--- src/rtl/xdom_pulse_arbiter.sv ---
// Round-robin arbiter that shares one cross-domain pulse sender among N_REQ requesters,
// tracking the sender's busy handshake per transfer and presenting a stable source tag.
module xdom_pulse_arbiter #(
    parameter int N_REQ = 4,
    parameter int ID_W  = 2,
    parameter int TMO   = 255
) (
    input  logic             odom_clk_i,
    input  logic             grst_n_i,
    input  logic [N_REQ-1:0] req_i,
    output logic [N_REQ-1:0] pend_o,
    output logic [N_REQ-1:0] ack_o,
    output logic [N_REQ-1:0] drop_o,
    output logic             snd_pulse_o,
    input  logic             snd_busy_i,
    input  logic             snd_err_i,
    output logic [ID_W-1:0]  tag_o,
    output logic             tmo_o,
    output logic [7:0]       err_cnt_o
);

    localparam logic [2:0] IDLE = 3'd0;
    localparam logic [2:0] FIRE = 3'd1;
    localparam logic [2:0] RISE = 3'd2;
    localparam logic [2:0] FALL = 3'd3;
    localparam logic [2:0] DONE = 3'd4;

    localparam logic [15:0] TMO_LD = 16'(TMO);

    logic [2:0]       state;
    logic [ID_W-1:0]  ptr;
    logic [15:0]      timer;
    logic [N_REQ-1:0] clr_vec;
    logic [N_REQ-1:0] pend_nxt;
    logic [N_REQ-1:0] drop_nxt;
    logic             tmo_evt;

    function automatic logic [7:0] sat_inc(input logic [7:0] c);
        return (c == 8'hFF) ? c : c + 8'd1;
    endfunction

    function automatic logic [ID_W-1:0] wrap_inc(input logic [ID_W-1:0] v);
        if (int'(v) == N_REQ - 1) return '0;
        return v + ID_W'(1);
    endfunction

    // Rotate so bit 0 is the pointer position; the lowest set bit after rotation wins.
    function automatic logic [ID_W-1:0] rr_pick(input logic [N_REQ-1:0] p,
                                                input logic [ID_W-1:0]  start);
        logic [2*N_REQ-1:0] dbl;
        logic [ID_W-1:0]    pick;
        dbl  = {p, p} >> start;
        pick = start;
        for (int k = N_REQ - 1; k >= 0; k--) begin
            if (dbl[k]) pick = ID_W'((int'(start) + k) % N_REQ);
        end
        return pick;
    endfunction

    // A request landing in the FIRE cycle of its own grant re-arms the bit instead of dropping.
    always_comb begin
        clr_vec  = '0;
        if (state == FIRE) clr_vec = N_REQ'(1) << tag_o;
        pend_nxt = (pend_o & ~clr_vec) | req_i;
        drop_nxt = req_i & pend_o & ~clr_vec;
    end

    assign tmo_evt = (timer == 16'd1) &&
                     (((state == RISE) && !snd_busy_i) || ((state == FALL) && snd_busy_i));

    always_ff @(posedge odom_clk_i or negedge grst_n_i) begin
        if (!grst_n_i) begin
            state       <= IDLE;
            ptr         <= '0;
            timer       <= '0;
            tag_o       <= '0;
            pend_o      <= '0;
            ack_o       <= '0;
            drop_o      <= '0;
            snd_pulse_o <= 1'b0;
            tmo_o       <= 1'b0;
            err_cnt_o   <= '0;
        end else begin
            snd_pulse_o <= 1'b0;
            ack_o       <= '0;
            tmo_o       <= 1'b0;
            pend_o      <= pend_nxt;
            drop_o      <= drop_nxt;
            if (snd_err_i || tmo_evt) err_cnt_o <= sat_inc(err_cnt_o);

            case (state)
                IDLE: begin
                    if ((|pend_o) && !snd_busy_i) begin
                        tag_o       <= rr_pick(pend_o, ptr);
                        snd_pulse_o <= 1'b1;
                        state       <= FIRE;
                    end
                end
                FIRE: begin
                    timer <= TMO_LD;
                    ptr   <= wrap_inc(tag_o);
                    state <= RISE;
                end
                // Busy still low here may be the sender's dip right after the pulse; keep waiting.
                RISE: begin
                    if (snd_busy_i) begin
                        state <= FALL;
                    end else if (tmo_evt) begin
                        tmo_o <= 1'b1;
                        ptr   <= wrap_inc(tag_o);
                        state <= IDLE;
                    end else begin
                        timer <= timer - 16'd1;
                    end
                end
                FALL: begin
                    if (!snd_busy_i) begin
                        ack_o <= N_REQ'(1) << tag_o;
                        state <= DONE;
                    end else if (tmo_evt) begin
                        tmo_o <= 1'b1;
                        ptr   <= wrap_inc(tag_o);
                        state <= IDLE;
                    end else begin
                        timer <= timer - 16'd1;
                    end
                end
                DONE: begin
                    state <= IDLE;
                end
                default: begin
                    state <= IDLE;
                end
            endcase
        end
    end

endmodule

--- config.mk ---
export PLATFORM = sky130hd
export DESIGN_NAME = xdom_pulse_arbiter
export DESIGN_NICKNAME = d
export VERILOG_FILES = /design/src/rtl/xdom_pulse_arbiter.sv
export SDC_FILE = /design/constraint.sdc
export NUM_CORES = 1
export LEC_CHECK = 0
export ABC_AREA = 1
export CAP_MARGIN = 10
export CORE_MARGIN = 2
export CORE_UTILIZATION = 50
export DETAILED_ROUTE_END_ITERATION = 10
export GPL_ROUTABILITY_DRIVEN = 0
export HOLD_SLACK_MARGIN = 0.02
export PLACE_DENSITY = 0.7
export SETUP_SLACK_MARGIN = 0.1
export SLEW_MARGIN = 20
export SYNTH_ARGS = -nofsm -noshare
export SYNTH_HDL_FRONTEND = slang
export SYNTH_SLANG_ARGS = --single-unit
--- constraint.sdc ---
create_clock -name odom_clk_i -period 4.38 [get_ports odom_clk_i]
set_clock_uncertainty 0.1 [all_clocks]
set_input_delay 1.314 -clock odom_clk_i [delete_from_list [all_inputs] [get_ports odom_clk_i]]
set_output_delay 1.314 -clock odom_clk_i [all_outputs]
set_load 0.005 [all_outputs]
==> results of run 1 <==
-- kinds of logic (layout without fill, tap and decap cells) --
family / after synthesis / count (layout) / synth area share [%]
compound gates: 29 / 29 / 6.65
xor+xnor: 12 / 12 / 4.02
fa+ha+maj: 7 / 7 / 3.35
buf+inv: 48 / 82 / 7.85
flops: 45 / 45 / 43.1
simple gates: 204 / 204 / 35.0
-- cells in the mapped netlist --
cell type | number | area (sq um)
inv_2 | 5 | 18.8
o21ai_0 | 13 | 65.1
o21ai_2 | 5 | 43.8
buf_2 | 1 | 5.00
xor2_1 | 7 | 61.3
ha_1 | 7 | 87.6
clkbuf_1 | 1 | 3.75
inv_1 | 38 | 143
nand4_1 | 4 | 25.0
xnor2_1 | 5 | 43.8
nand2_1 | 104 | 390
a21o_1 | 1 | 7.51
buf_6 | 1 | 11.3
a31oi_1 | 2 | 12.5
nor3_1 | 3 | 15.0
buf_12 | 1 | 20.0
buf_1 | 1 | 3.75
nor3_2 | 1 | 10.0
o21ai_1 | 4 | 20.0
nor2_4 | 2 | 22.5
dfrtp_1 | 45 | 1130
a21boi_0 | 1 | 7.51
a21oi_1 | 2 | 10.0
nand2_4 | 4 | 45.0
nand3_1 | 45 | 225
nand2_2 | 3 | 18.8
nand3_4 | 1 | 17.5
o21bai_1 | 1 | 7.51
nor2_2 | 3 | 18.8
nor2_1 | 34 | 128
-- final cells by class --
| type | instances | area (sq um) |
|---|---|---|
| Clock buffer | 7 | 86.3 |
| Clock inverter | 1 | 30.0 |
| Fill cell | 490 | 1990 |
| Inverter | 43 | 161 |
| Multi-Input combinational cell | 252 | 1280 |
| Sequential cell | 45 | 1130 |
| Tap cell | 70 | 87.6 |
| Timing Repair Buffer | 31 | 308 |
-- power groups by stage --
stage                     clock network (uW)  registers (uW)  logic [uW]
final                                    320             663         862
after detailed placement                   0             671         864
after global routing                     350             686         985
after global placement                     0             666         848
after CTS                                327             662         870
after floorplan                            0             632         673
-- metrics by stage --
| stage | power, uW | instance area (sq um) | setup slack (ps) |
|---|---|---|---|
| detailed placement | 1530 | 2960 | 1420 |
| floorplan | 1310 | 2610 | 2050 |
| global route | 2020 | 3080 | 1580 |
| CTS | 1860 | 3080 | 1660 |
| finish | 1850 | 3080 | 1670 |
| global placement | 1510 | 2960 | 1440 |
-- registers in the layout (all words and copies together), names as in the netlist --
name         cells
pend_o           4
err_cnt_o        8
tmo_o            1
ack_o            4
state            3
drop_o           4
tag_o            2
timer           16
ptr              2
snd_pulse_o      1
-- worst max path at each step --
stage | endpoint | slack [ps]
6_report | err_cnt_o[4] | 1670
5_1_grt | timer[0] | 1580
4_1_cts | err_cnt_o[4] | 1660
3_5_place_dp | timer[0] | 1420
3_3_place_gp | timer[5] | 1440
2_1_floorplan | timer[5] | 2050
-- routing by layer --
layer	up-vias	global-route usage, %	part of all wire [%]
li1	1157	-	-
met1	1058	29.3	51
met2	45	32.2	45
met3	2	4.27	4.1
met4	0	4.91	0.53
met5	-	0	0
-- worst register-to-register path, stage by stage, from the launching register on --
cell and delay, ps:
dfrtp_1 420, inv_2 70, nor2_4 330, nand2_1 90
nand2_1 110, o21ai_2 90, inv_2 70, nand3_4 100
nand2_4 150, nand2_4 90, nand2_1 80, nand2_1 50
==> key figures, run 1 <==
Run status
  – Status: finished clean

Worst hold path
  – Hold/Removal Path Class: reg -> reg
  – Hold path startpoint: timer[0]
  – Cells on Worst Hold Path: 2
  – Hold endpoint: timer[0]

Floorplan
  – Core Region: 5070 sq um
  – # IOs: 32
  – Die H: roughly 76 um
  – Initial core utilization: 51.5%
  – Row Count: 26
  – Total die area: 5820 sq um
  – Die width: 76.3 um

CTS
  – Clk_lat worst skew: between 200 and 300 ps
  – H-tree levels: 2
  – # Post-CTS Setup Buffers: 0
  – CTS tree: yes
  – Worst-path clk slew: 80 ps
  – Clock Sinks: 45
  – CTS Hold Bufs: 0
  – Cts repair resizes: 0
  – Clk buf depth: 2
  – CTS root buf: clkbuf_8
  – Cts bufs inserted: 5

Power and ir drop
  – Peak VDD IR: roughly 0.34 mV
  – Comb power frac: a little under half
  – Seq pwr share: 35.9%
  – Pint: ~1100 uW
  – PwrDens: 599 nW/um^2
  – Sw Ratio: a little over two fifths
  – Psw: 788 uW
  – Power share of the clock group: roughly 17%
  – Static Leak: about 0.0016 uW

Detailed routing
  – Vias per Instance: around 5
  – 1st-iter DRT viols: a little under 100
  – Routed Antenna Nets: 0
  – DR WL/cell: roughly 12 um
  – DRC: 0
  – Routed vias: 2,262
  – WL final: ~5500 um
  – Drt pass-1 iters: 4

Critical path
  – Levels on crit path: 1
  – Worst R2R Start: state[1]
  – Crit-path cells: clkdlybuf4s50_1
  – CP max stage cell: clkdlybuf4s50_1
  – Critical path's largest stage delay: roughly 540 ps
  – Reg-to-reg slack, setup: between 2000 and 3000 ps
  – Crit-path leading delay family: buffers and inverters
  – Worst path bufs/invs: 1
  – CP Data Required Time: just under 3000 ps
  – Reg2reg path depth: 11
  – Reg-to-Reg End: err_cnt_o[2]
  – Crit path arrival time: between 1000 and 1500 ps
  – Startpoint types: flip-flop
  – Critical path class: reg -> out
  – Crit-path max FO: 6
  – Launch point of the worst path: err_cnt_o[4]
  – CP endpoint kind: output port

Global routing
  – GRT Total Usage: approximately a fifth
  – Pin count of the biggest net entering global routing: between 40 and 50
  – Global-route wire length before repair: slightly below 10,000 um
  – Initial antenna violation count: 0
  – Vias in the first global route: 2,097
  – Grt ovf: 0

STA
  – Final setup vio count: 0
  – Hold Vio Cnt, Final: 0
  – Slew Viols, Final: 0
  – Final worst-path cycle share: between 60% and 70%
  – Min Hold Slack: 419 ps
  – Unrepaired setup endpoints after global routing: false
  – Slew headroom: 62.6%
  – Setup TNS: 0 ps
  – Tmin final: 2710 ps
  – Least-Margin Pin Slew: between 500 and 600 ps
  – FMAX: between 300 and 400 MHz

Cells and area
  – Layout Nets: approximately 390
  – Most frequent cells in the layout: 104 x nand2_1, 45 x nand3_1, 45 x dfrtp_1
  – Final std cells w/o fill: 449
  – Share of cells above drive strength 1: under 10%
  – Diodes inserted: 0
  – P&R area growth vs syn: 17.9%
  – Most common cell after layout, fill and taps aside: nand2_1
  – Post-layout util: approximately 61%

Placement
  – Placed cells: ~440
  – Post-DP HPWL: roughly 4000 um
  – I/O Buffers: 31

Synthesis
  – Syn Area/Cell: ~7.6 sq um
  – Post-synthesis sequential area ratio: 43.1%
  – #FFs+latches synth: between 40 and 50
  – Synth Warn #: 0
  – Mapped Area: approximately 2600 sq um
  – Mapped Cells: about 350
  – Post-synthesis cell type count: 30
  – Syn nets: 360

Job
  – Max Cap Violations: 0
Note: power is estimated with default switching activity, not from simulation.
==> run 2, diff against run 1 <==
==> constraint.sdc (replaced) <==
create_clock -name odom_clk_i -period 2.8 [get_ports odom_clk_i]
set_clock_uncertainty 0.1 [all_clocks]
set_input_delay 0.84 -clock odom_clk_i [delete_from_list [all_inputs] [get_ports odom_clk_i]]
set_output_delay 0.84 -clock odom_clk_i [all_outputs]
set_load 0.005 [all_outputs]
==> run 2 against run 1 <==
Power grew 62%. Worst setup slack worse by 1100 ps. First-iteration DRC count increased by 93%. Critical path type unchanged. Critical endpoint unchanged.
==> key figures, run 2 (synthesis gave the netlist of run 1 again) <==
Floorplan
  – Die H: 76.3 um (unchanged)
  – # IOs: 32 (unchanged)
  – Die width: 76.3 um (unchanged)
  – Initial core utilization: 51.5% (unchanged)
  – Core Region: 5070 sq um (unchanged)
  – Row Count: 26 (unchanged)
  – Total die area: 5820 sq um (unchanged)

Placement
  – Worst slack, placed: 292 ps (was 1420 ps)
  – I/O Buffers: 31 (unchanged)
  – Post-DP HPWL: 4120 um (was 4070 um)

Critical path
  – CP endpoint kind: output port (unchanged)
  – CP Data Required Time: 1860 ps (was 2970 ps)
  – Worst R2R Start: state[1] (unchanged)
  – Reg2reg path depth: 11 (unchanged)
  – Crit-path cells: clkdlybuf4s50_1 (unchanged)
  – Levels on crit path: 1 (unchanged)
  – CP max stage cell: clkdlybuf4s50_1 (unchanged)
  – Reg-to-reg slack, setup: 950 ps (was 2520 ps)
  – Launch point of the worst path: err_cnt_o[4] (unchanged)
  – CP endpoint: err_cnt_o[4] (unchanged)
  – Startpoint types: flip-flop (unchanged)
  – Reg-to-Reg End: err_cnt_o[2] (unchanged)
  – Critical path class: reg -> out (unchanged)
  – Critical path's largest stage delay: 540 ps (about the same)
  – Crit path arrival time: 1300 ps (about the same)
  – Crit-path max FO: 6 (unchanged)
  – Crit-path leading delay family: buffers and inverters (unchanged)
  – Worst path bufs/invs: 1 (unchanged)

STA
  – Slew Viols, Final: 0 (unchanged)
  – FMAX: about 450 MHz
  – Unrepaired setup endpoints after global routing: false (unchanged)
  – Final setup vio count: 0 (unchanged)
  – Hold Vio Cnt, Final: 0 (unchanged)
  – Final worst-path cycle share: roughly 80%
  – Setup TNS: 0 ps (unchanged)
  – Tmin final: ~2200 ps
  – Least-Margin Pin Slew: 430 ps (was 561 ps)
  – Slew headroom: 71.3% (was 62.6%)
  – Post-route setup slack: 556 ps (was 1670 ps)

CTS
  – Clock Sinks: 45 (unchanged)
  – Clk_lat worst skew: 300 ps (was 290 ps)
  – Worst-path clk slew: 90 ps (was 80 ps)
  – # Post-CTS Setup Buffers: 0 (unchanged)
  – CTS root buf: clkbuf_8 (unchanged)
  – Clk buf depth: 2 (unchanged)
  – CTS tree: yes (unchanged)
  – H-tree levels: 2 (unchanged)
  – Cts bufs inserted: 5 (unchanged)
  – CTS Hold Bufs: 0 (unchanged)
  – Cts repair resizes: 0 (unchanged)

Job
  – Max Cap Violations: 0 (unchanged)

Power and ir drop
  – Static Leak: 0.00159 uW (was 0.00157 uW)
  – PwrDens: 957 nW/um^2 (was 599 nW/um^2)
  – Peak VDD IR: 0.579 mV (was 0.336 mV)

Global routing
  – Pin count of the biggest net entering global routing: 29 (was 46)
  – Global-route wire length before repair: 9800 um (was 9690 um)
  – Met1 Use GR: 29.2% (was 29.3%)
  – GRT Total Usage: 20.5% (about the same)
  – Met2 global-route usage: 32.4% (was 32.2%)
  – Initial antenna violation count: 0 (unchanged)
  – Vias in the first global route: 2,150 (was 2,097)
  – Most crowded layer after global routing: met2 (unchanged)
  – M3 GR Usage: 3.91% (was 4.27%)
  – Grt ovf: 0 (unchanged)

Cells and area
  – Layout Nets: 394 (was 393)
  – Most frequent cells in the layout: 104 x nand2_1, 45 x nand3_1, 45 x dfrtp_1 (unchanged)
  – Share of cells above drive strength 1: 8.95% (was 8.44%)
  – Most common cell after layout, fill and taps aside: nand2_1 (unchanged)
  – Number of flip-flops under the largest register name: 16 (unchanged)
  – Largest registers: timer: 16 flops, err_cnt_o: 8 flops (unchanged)
  – Diodes inserted: 0 (unchanged)
  – P&R area growth vs syn: 19.2% (was 17.9%)
  – Top reg by flops: timer (unchanged)

Detailed routing
  – Vias per Instance: 5.10 (was 5.04)
  – DR WL/cell: 12.3 um (was 12.2 um)
  – Routed vias: 2,295 (was 2,262)
  – DRC: 0 (unchanged)
  – 1st-iter DRT viols: 187 (was 97)
  – Routed Antenna Nets: 0 (unchanged)
  – Drt pass-1 iters: 4 (unchanged)
  – WL final: 5560 um (was 5460 um)

Run status
  – Status: finished clean (unchanged)

Worst hold path
  – Hold/Removal Path Class: in -> async (was reg -> reg)
==> run 2: changes by cell type in the layout (fill, tap and decap cells not counted), sizes merged <==
cell    delta
clkbuf     -2
buf        +1
clkinv     +1
bufinv     +1
==> run 2: layout make-up <==
| cell class | instances | area (sq um) |
|---|---|---|
| multi-input combinational | 252 | 1280 |
| clock inverter | 3 | 65.1 |
| sequential | 45 | 1130 |
| inverter | 43 | 161 |
| clock buffer | 5 | 68.8 |
| fill | 464 | 1960 |
| timing repair buffer | 32 | 325 |
| tap | 70 | 87.6 |
==> run 2: worst min-delay path by stage <==
stage                    from        end  slack, ps  depth (start not counted)
global route         grst_n_i  timer[11]        410                          1
detailed placement   timer[0]   timer[0]        400                          2
floorplan           timer[13]  timer[13]        370                          2
global placement    timer[13]  timer[13]        400                          2
finish               grst_n_i  timer[11]        370                          1
CTS                  grst_n_i  timer[11]        380                          1
==> run 2: worst reg2reg max path, delay by kind of cell (launching register included) <==
family / cells / cell delay, ps
AO/OA/AOI/OAI: 1 / 80
buffers and inverters: 2 / 150
flip-flops: 1 / 430
AND/OR/NAND/NOR: 8 / 980
==> run 2: layer usage <==
layer,wire length (um),up-vias
met3,230,7
met4,55,0
met1,2800,1079
met2,2470,53
met5,0,-
li1,-,1156
==> run 2: power by group <==
part	internal (uW)	leakage (uW)	total (uW)	switching [uW]
Sequential	832	0.000559	1040	210
Combinational	533	0.000958	1360	829
Clock	354	0.0000681	578	224
Total	1720	0.00159	2980	1260
==> run 2: through the flow <==
stage / hold slack [ps] / util (%) / area, sq um / cells / power, uW
6_report: 365 / 61.4 / 3120 / 450 / 2980
2_1_floorplan: 375 / - / 2610 / 345 / 2040
5_1_grt: 405 / 61.4 / 3120 / 450 / 3260
3_5_place_dp: 399 / 58.8 / 2980 / 442 / 2410
3_3_place_gp: 396 / 58.8 / 2980 / 442 / 2380
4_1_cts: 383 / 61.4 / 3120 / 450 / 3000
==> run 3, diff against run 2 <==
--- a/config.mk
+++ b/config.mk
@@ -12,7 +12,7 @@
 export DETAILED_ROUTE_END_ITERATION = 10
 export GPL_ROUTABILITY_DRIVEN = 0
 export HOLD_SLACK_MARGIN = 0.02
-export PLACE_DENSITY = 0.7
+export PLACE_DENSITY = 0.73
 export SETUP_SLACK_MARGIN = 0.1
 export SLEW_MARGIN = 20
 export SYNTH_ARGS = -nofsm -noshare
==> constraint.sdc (replaced) <==
create_clock -name odom_clk_i -period 2 [get_ports odom_clk_i]
set_clock_uncertainty 0.1 [all_clocks]
set_input_delay 0.6 -clock odom_clk_i [delete_from_list [all_inputs] [get_ports odom_clk_i]]
set_output_delay 0.6 -clock odom_clk_i [all_outputs]
set_load 0.005 [all_outputs]
==> run 3 against run 2 <==
Flip-flop and latch count unchanged. Combinational power grew 72%. Core utilization grew 5.3 points. Clock power rose by 2%.
==> key figures, run 3 (synthesis gave the netlist of run 1 again) <==
Critical path
  – CP max stage cell: clkdlybuf4s50_1 (unchanged)
  – Crit path arrival time: 1190 ps (was 1300 ps)
  – CP Data Required Time: 1300 ps (was 1860 ps)
  – Worst path bufs/invs: 1 (unchanged)
  – Critical path's largest stage delay: 500 ps (was 540 ps)
  – Critical path class: reg -> out (unchanged)
  – Crit-path max FO: 2 (was 6)
  – Startpoint types: flip-flop (unchanged)
  – Crit-path cells: clkdlybuf4s50_1 (unchanged)
  – CP endpoint kind: output port (unchanged)
  – Reg-to-reg slack, setup: 240 ps (was 950 ps)
  – Crit-path leading delay family: buffers and inverters (unchanged)

CTS
  – Cts bufs inserted: 5 (unchanged)
  – CTS tree: yes (unchanged)
  – Clk_lat worst skew: 310 ps (was 300 ps)
  – CTS root buf: clkbuf_8 (unchanged)
  – Clk buf depth: 2 (unchanged)
  – Worst-path clk slew: 100 ps (was 90 ps)
  – H-tree levels: 2 (unchanged)
  – CTS Hold Bufs: 0 (unchanged)
  – Clock Sinks: 45 (unchanged)

Global routing
  – Pin count of the biggest net entering global routing: 31 (was 29)
  – Initial antenna violation count: 0 (unchanged)
  – Grt ovf: 0 (unchanged)
  – Vias in the first global route: 2,190 (was 2,150)
  – Global-route wire length before repair: 10,500 um (was 9800 um)
  – GRT Total Usage: 22.3% (was 20.5%)

Worst hold path
  – Hold/Removal Path Class: in -> async (unchanged)

Cells and area
  – Top reg by flops: timer (unchanged)
  – P&R area growth vs syn: 29.6% (was 19.2%)
  – Largest registers: timer: 16 flops, err_cnt_o: 8 flops (unchanged)
  – Number of flip-flops under the largest register name: 16 (unchanged)
  – Most frequent cells in the layout: 102 x nand2_1, 45 x nand3_1, 44 x dfrtp_1 (was 104 x nand2_1, 45 x nand3_1, 45 x dfrtp_1)
  – Post-layout util: 66.7% (was 61.4%)
  – Share of cells above drive strength 1: 17.5% (was 8.95%)
  – Layout Nets: 426 (was 394)
  – Diodes inserted: 0 (unchanged)
  – Most common cell after layout, fill and taps aside: nand2_1 (unchanged)
  – Final std cells w/o fill: 482 (was 450)

Detailed routing
  – Met1 Wirelength: 2840 um (was 2800 um)
  – DRC: 0 (unchanged)
  – Routed Antenna Nets: 0 (unchanged)
  – Met2 WL: 2890 um (was 2470 um)
  – Routed vias: 2,429 (was 2,295)
  – Vias per Instance: 5.04 (was 5.10)
  – Top Layer Used: met4 (unchanged)
  – DR WL/cell: 12.6 um (was 12.3 um)
  – WL final: 6070 um (was 5560 um)
  – 1st-iter DRT viols: 160 (was 187)
  – DR WL met3: 255 um (was 230 um)
  – Drt pass-1 iters: 4 (unchanged)

Floorplan
  – Core Region: 5070 sq um (unchanged)
  – Die width: 76.3 um (unchanged)
  – Total die area: 5820 sq um (unchanged)
  – Initial core utilization: 51.5% (unchanged)
  – # IOs: 32 (unchanged)
  – Die H: 76.3 um (unchanged)
  – Row Count: 26 (unchanged)

STA
  – Slew headroom: 72.7% (was 71.3%)
  – Slew Viols, Final: 0 (unchanged)
  – Hold Vio Cnt, Final: 0 (unchanged)
  – Min Hold Slack: 112 ps (was 365 ps)
  – Final worst-path cycle share: 94.4%
  – Least-Margin Pin Slew: 410 ps (was 430 ps)
  – Tmin final: around 1900 ps
  – Final setup vio count: 0 (unchanged)
  – Unrepaired setup endpoints after global routing: false (unchanged)
  – FMAX: roughly 530 MHz

Placement
  – Post-DP HPWL: 4240 um (was 4120 um)
  – Placed cells: 450 (was 442)
  – I/O Buffers: 31 (unchanged)

Power and ir drop
  – PwrDens: 1280 nW/um^2 (was 957 nW/um^2)
  – Static Leak: 0.00183 uW (was 0.00159 uW)
  – Peak VDD IR: 0.869 mV (was 0.579 mV)

Job
  – Max Cap Violations: 0 (unchanged)

Run status
  – Status: finished clean (unchanged)
run 3: cell count changes in the layout (fill, tap and decap cells not counted), sizes merged:
| cell | delta |
|---|---|
| buf | +32 |
| dlymetal6s2s | +10 |
| inv | +1 |
| bufinv | -2 |
| clkdlybuf4s50 | -14 |
| clkinvlp | +1 |
| dlygate4sd2 | +4 |
run 3: through the flow:
| step | cell area (sq um) | total power [uW] | TNS, ps | worst slack [ps] |
|---|---|---|---|---|
| after floorplan | 2610 | 2860 | 0 | 385 |
| after global placement | 3040 | 3360 | -2410 | -124 |
| after detailed placement | 3040 | 3440 | -3740 | -183 |
| after CTS | 3230 | 4150 | 0 | 29.1 |
| after global routing | 3390 | 4740 | 0 | 78.5 |
| final | 3390 | 4320 | 0 | 113 |
run 3: per-layer routing:
layer	up-vias	track usage [%]
met1	1142	31.7
met4	0	7.64
li1	1229	-
met2	51	34.3
met5	-	0
met3	7	4.15
run 3: cell type report:
cell class                 instances  area [sq um]
timing repair buffer              64           598
clock inverter                     3          21.3
inverter                          43           161
fill                             440          1690
multi-input combinational        252          1320
clock buffer                       5          68.8
tap                               70          87.6
sequential                        45          1130
run 3: power by group:
part	total [uW]	internal (uW)	switching (uW)	leakage, uW
Clock	587	248	339	0.0000445
Combinational	2340	1010	1320	0.00123
Sequential	1400	1170	233	0.000558
run 3: what timing repair did:
| action | in CTS | in global routing |
|---|---|---|
| hold endpoints to repair | 0 | 0 |
| setup buffers | 14 | 10 |
| resized for setup | 5 | 19 |
| setup endpoints to repair | 14 | 37 |
| pin swaps | 0 | 3 |
run 3: final timing paths:
kind,cells past startpoint,end,from
min,1,snd_pulse_o,grst_n_i
max in group asynchronous,2,tag_o[0],grst_n_i
min in group odom_clk_i,2,tag_o[0],tag_o[0]
max,1,err_cnt_o[3],err_cnt_o[3]
min reg2reg,2,tag_o[0],tag_o[0]
max reg2reg,9,err_cnt_o[0],timer[1]
